===== config.mk =====
export PLATFORM = sky130hd
export DESIGN_NAME = mux_n_pipe
export DESIGN_NICKNAME = d
export VERILOG_FILES = /design/src/rtl/mux_n_pipe.sv
export SDC_FILE = /design/constraint.sdc
export NUM_CORES = 1
export LEC_CHECK = 0
export ABC_AREA = 1
export BUFFER_PORTS_ARGS = -buffer_cell sky130_fd_sc_hd__buf_2
export CAP_MARGIN = 30
export CORE_AREA = 2 2 68 51
export DETAILED_ROUTE_END_ITERATION = 6
export DIE_AREA = 0 0 70 53
export GPL_TIMING_DRIVEN = 0
export PLACE_DENSITY_LB_ADDON = 0.1
export SETUP_SLACK_MARGIN = 0.05
export SLEW_MARGIN = 30
export SYNTH_ARGS = -nofsm -noshare
export SYNTH_HDL_FRONTEND = slang
export SYNTH_SLANG_ARGS = --single-unit

===== constraint.sdc =====
create_clock -name clk -period 2.1 [get_ports clk]
set_clock_uncertainty 0.15 [all_clocks]
set_input_delay 0.105 -clock clk [delete_from_list [all_inputs] [get_ports clk]]
set_output_delay 0.105 -clock clk [all_outputs]
set_load 0.02 [all_outputs]

===== src/rtl/mux_n_pipe.sv =====
// mux_n_pipe: N-input WIDTH-bit selector with a registered output stage,
// valid/ready handshake, two-entry (main + skid) buffering, a sticky
// out-of-range select flag and a wrapping output-transfer counter.
module mux_n_pipe #(
    parameter int unsigned WIDTH  = 8,
    parameter int unsigned NUM_IN = 4,
    parameter int unsigned SEL_W  = 2,
    parameter int unsigned CNT_W  = 8
) (
    input  logic                    clk,
    input  logic                    rst,
    input  logic [NUM_IN*WIDTH-1:0] din,
    input  logic [SEL_W-1:0]        sel,
    input  logic                    in_valid,
    output logic                    in_ready,
    output logic [WIDTH-1:0]        dout,
    output logic                    out_valid,
    input  logic                    out_ready,
    output logic                    sel_err,
    output logic [CNT_W-1:0]        xfer_cnt
);

    logic [WIDTH-1:0] dout_q, dout_d;
    logic             out_valid_q, out_valid_d;
    logic [WIDTH-1:0] skid_data_q, skid_data_d;
    logic             skid_valid_q, skid_valid_d;
    logic             in_ready_q, in_ready_d;
    logic             sel_err_q, sel_err_d;
    logic [CNT_W-1:0] xfer_cnt_q, xfer_cnt_d;

    logic [WIDTH-1:0] mux_out_c;
    logic             sel_oor_c;
    logic             acc_c;
    logic             xfr_c;

    // Input-side selection; out-of-range selects yield zero.
    always_comb begin
        mux_out_c = '0;
        for (int k = 0; k < int'(NUM_IN); k++) begin
            if (sel == SEL_W'(k)) begin
                mux_out_c = din[k*WIDTH +: WIDTH];
            end
        end
        sel_oor_c = (32'(sel) >= NUM_IN);
    end

    assign acc_c = in_valid & in_ready_q;
    assign xfr_c = out_valid_q & out_ready;

    // Next-state for main/skid storage, error flag and transfer counter.
    always_comb begin
        dout_d       = dout_q;
        out_valid_d  = out_valid_q;
        skid_data_d  = skid_data_q;
        skid_valid_d = skid_valid_q;
        sel_err_d    = sel_err_q | (acc_c & sel_oor_c);
        xfer_cnt_d   = xfr_c ? (xfer_cnt_q + CNT_W'(1)) : xfer_cnt_q;

        if (!out_valid_q || out_ready) begin
            // Main is empty or draining: refill from skid first to keep order.
            if (skid_valid_q) begin
                dout_d       = skid_data_q;
                out_valid_d  = 1'b1;
                skid_valid_d = 1'b0;
            end else if (acc_c) begin
                dout_d      = mux_out_c;
                out_valid_d = 1'b1;
            end else begin
                out_valid_d = 1'b0;
            end
        end else if (acc_c) begin
            // Main stalled: park the new beat in the skid entry.
            skid_data_d  = mux_out_c;
            skid_valid_d = 1'b1;
        end

        // Registered ready mirrors the next skid occupancy.
        in_ready_d = ~skid_valid_d;
    end

    // State registers with synchronous active-high reset.
    always_ff @(posedge clk) begin
        if (rst) begin
            dout_q       <= '0;
            out_valid_q  <= 1'b0;
            skid_data_q  <= '0;
            skid_valid_q <= 1'b0;
            in_ready_q   <= 1'b1;
            sel_err_q    <= 1'b0;
            xfer_cnt_q   <= '0;
        end else begin
            dout_q       <= dout_d;
            out_valid_q  <= out_valid_d;
            skid_data_q  <= skid_data_d;
            skid_valid_q <= skid_valid_d;
            in_ready_q   <= in_ready_d;
            sel_err_q    <= sel_err_d;
            xfer_cnt_q   <= xfer_cnt_d;
        end
    end

    assign dout      = dout_q;
    assign out_valid = out_valid_q;
    assign in_ready  = in_ready_q;
    assign sel_err   = sel_err_q;
    assign xfer_cnt  = xfer_cnt_q;

endmodule


==> out/metrics.csv <==
metric,value,unit
Clock Sinks,27,
dpl hpwl,2640,µm
vias in the first global route,1387,
H-Tree Depth,1,
average footprint of a synthesized cell,6.66,µm²
R2R depth,5,
max cap viols,0,
"delay-heaviest family, CP",buffers and inverters,
Crit Path Max Fanout,10,
initial core utilization,0.516,
Crit Reg-Reg Startpoint,out_valid,
Hold Crit Start,din[26],
Area Overhead vs Synth,24.9,%
Syn Inst Count,234,
Ports,57,
layout cell share with drive strength beyond 1,0.305,
status,completed,
WP data arrival,1.58,ns
Max VDD drop,0.396,mV
WHS Endpoint,skid_data_q[2],
initial antenna violation count,0,
largest net degree at the start of global routing,15,
"FF+latch count, synth",27,
Routed wire per std cell,10.1,µm
cts bufs inserted,3,
final setup fails,0,
# DRC,0,
"commonest non-fill, non-tap cells in the layout","nand2_1 (65), buf_2 (56), inv_1 (30)",
worst r2r dst,skid_data_q[6],
"Seq/Total Area, Yosys",0.347,
cells along the critical path,dlygate4sd3_1 > buf_2 > inv_1 > nand2_2 > nor3_4 > buf_6 > o21ai_2 > a21oi_2,
Leak Pwr,1.03,nW
"commonest non-fill, non-tap cell in the layout",nand2_1,
Post-Place Cell Area,1880,µm²
Post-layout nets,335,
post-CTS setup repair buffer count,0,
clk_lat worst skew,0.27,ns
via count,1532,
CTS Root Cell,clkbuf_8,
vias per cell,4.60,
RSZ-0062 raised after global routing,false,
max-slew violation count,0,
final hold vios,0,
synth unique cells,26,
Hold Crit Class,input port to flip-flop,
first-pass GRT wire length,5870,µm
GP Congestion,0.741,
CP Data Required Time,2.17,ns
Die Area,3710,µm²
number of synthesis warnings,0,
Crit. End Element,flip-flop,
Mapped Area,1560,µm²
Fillers,299,
"Largest stage delay, worst path",0.53,ns
Initial DRT Pass Iterations,5,
I/O Buffers,55,
CTS tree,done,
die height,53,µm
design area,1950,µm²
Clock transition at path regs,0.09,ns
Finished Core Util,0.644,
Fmax,659,MHz
remaining global-route overflow,0,
minimum clock period,1.52,ns
syn_nets,273,
Pwr Density,556,nW/µm²
setup TNS,0,ns
number of routed nets with antenna violations,0,
antenna diode count,0,
Total GRT Usage,0.200,
Startpoint Class,input port,
R2R Setup Slk,0.73,ns
Hold Crit Depth,4,
"Slowest-stage cell, CP",dlygate4sd3_1,
CP Buf/Inv Count,4,
final wirelength,3360,µm
initial DRC count,33,
Die X,70,µm
Final period util,0.722,
total core area,3020,µm²
Core Rows,17,
Setup CP Type,input port to flip-flop,
Clock Tree Buf Depth,2,
worst reg2reg max path: cells and delay by family, from the launching register on:
family / cells / cell delay (ns)
AO/OA/AOI/OAI: 2 / 0.15
AND/OR/NAND/NOR: 2 / 0.43
flip-flops: 1 / 0.38
buffers and inverters: 1 / 0.22
flip-flops by register name, indices dropped and copies added (netlist names):
signal	cells
skid_data_q	8
skid_valid_q	1
out_valid	1
xfer_cnt	8
in_ready	1
dout	8
cells by family (layout without fill, tap and decap cells):
kind of cell,count (synthesis),in the layout,share of synthesized area
buffers and inverters,41,102,0.128
other,1,1,0.00241
adder cells (fa/ha/maj),1,1,0.00803
AO/OA/AOI/OAI,40,40,0.145
AND/OR/NAND/NOR,124,124,0.369
flip-flops,27,27,0.347
cell usage after synthesis, drive strengths merged:
cell,number,share of area
buf,7,0.042
clkbuf,1,0.0048
ha,1,0.0080
nor3,2,0.014
conb,1,0.0024
dfxtp,27,0.35
nor2,22,0.067
inv,33,0.081
nand2,72,0.19
or2,8,0.032
nand3,19,0.064
o21ai,19,0.068
nand4,1,0.0040
a21oi,21,0.077
metrics by stage:
step,total power [mW],hold WS (ns),worst slack [ns],instances
after floorplan,0.718,0.0241,0.698,234
after global placement,0.795,0.206,0.763,327
after detailed placement,0.798,0.211,0.743,327
after CTS,1.09,0.0396,0.590,333
after global routing,1.14,0.0570,0.493,333
final,1.08,0.0416,0.584,333
cell type report:
cell class	instances	area, µm²	area share
plain buffers	8	72.6	0.0373
clock buffers	4	45.0	0.0232
flip-flops and latches	27	541	0.278
inverters	33	126	0.0650
well taps	38	47.5	0.0244
multi-input cells	166	818	0.421
repair buffers	57	295	0.152
layer usage:
layer	global-route usage	part of all wire	wire [µm]
met5	0	0	0
met4	0.0385	0.0077	26
met1	0.258	0.54	1800
met3	0.0457	0.038	128
met2	0.351	0.42	1410
power breakdown:
| group | total (mW) | internal (mW) | switching (mW) |
|---|---|---|---|
| clock | 0.295 | 0.136 | 0.159 |
| combinational | 0.236 | 0.0978 | 0.139 |
| sequential | 0.551 | 0.538 | 0.0133 |
| total | 1.08 | 0.771 | 0.311 |
worst max-delay path by stage:
stage | from | endpoint | slack [ns] | cells past startpoint
2_1_floorplan | in_ready | dout[0] | 0.70 | 6
3_3_place_gp | out_valid | skid_data_q[5] | 0.76 | 5
3_5_place_dp | out_valid | skid_data_q[6] | 0.74 | 5
4_1_cts | out_ready | skid_data_q[6] | 0.59 | 8
5_1_grt | out_ready | skid_data_q[5] | 0.49 | 8
6_report | out_ready | skid_data_q[6] | 0.58 | 8
repair_timing:
action | in CTS | in global routing
hold buffers | 2 | 0
gates resized for setup | 0 | 0
hold endpoints to repair | 6 | 0
No activity file was read; power rests on OpenSTA's default activity.
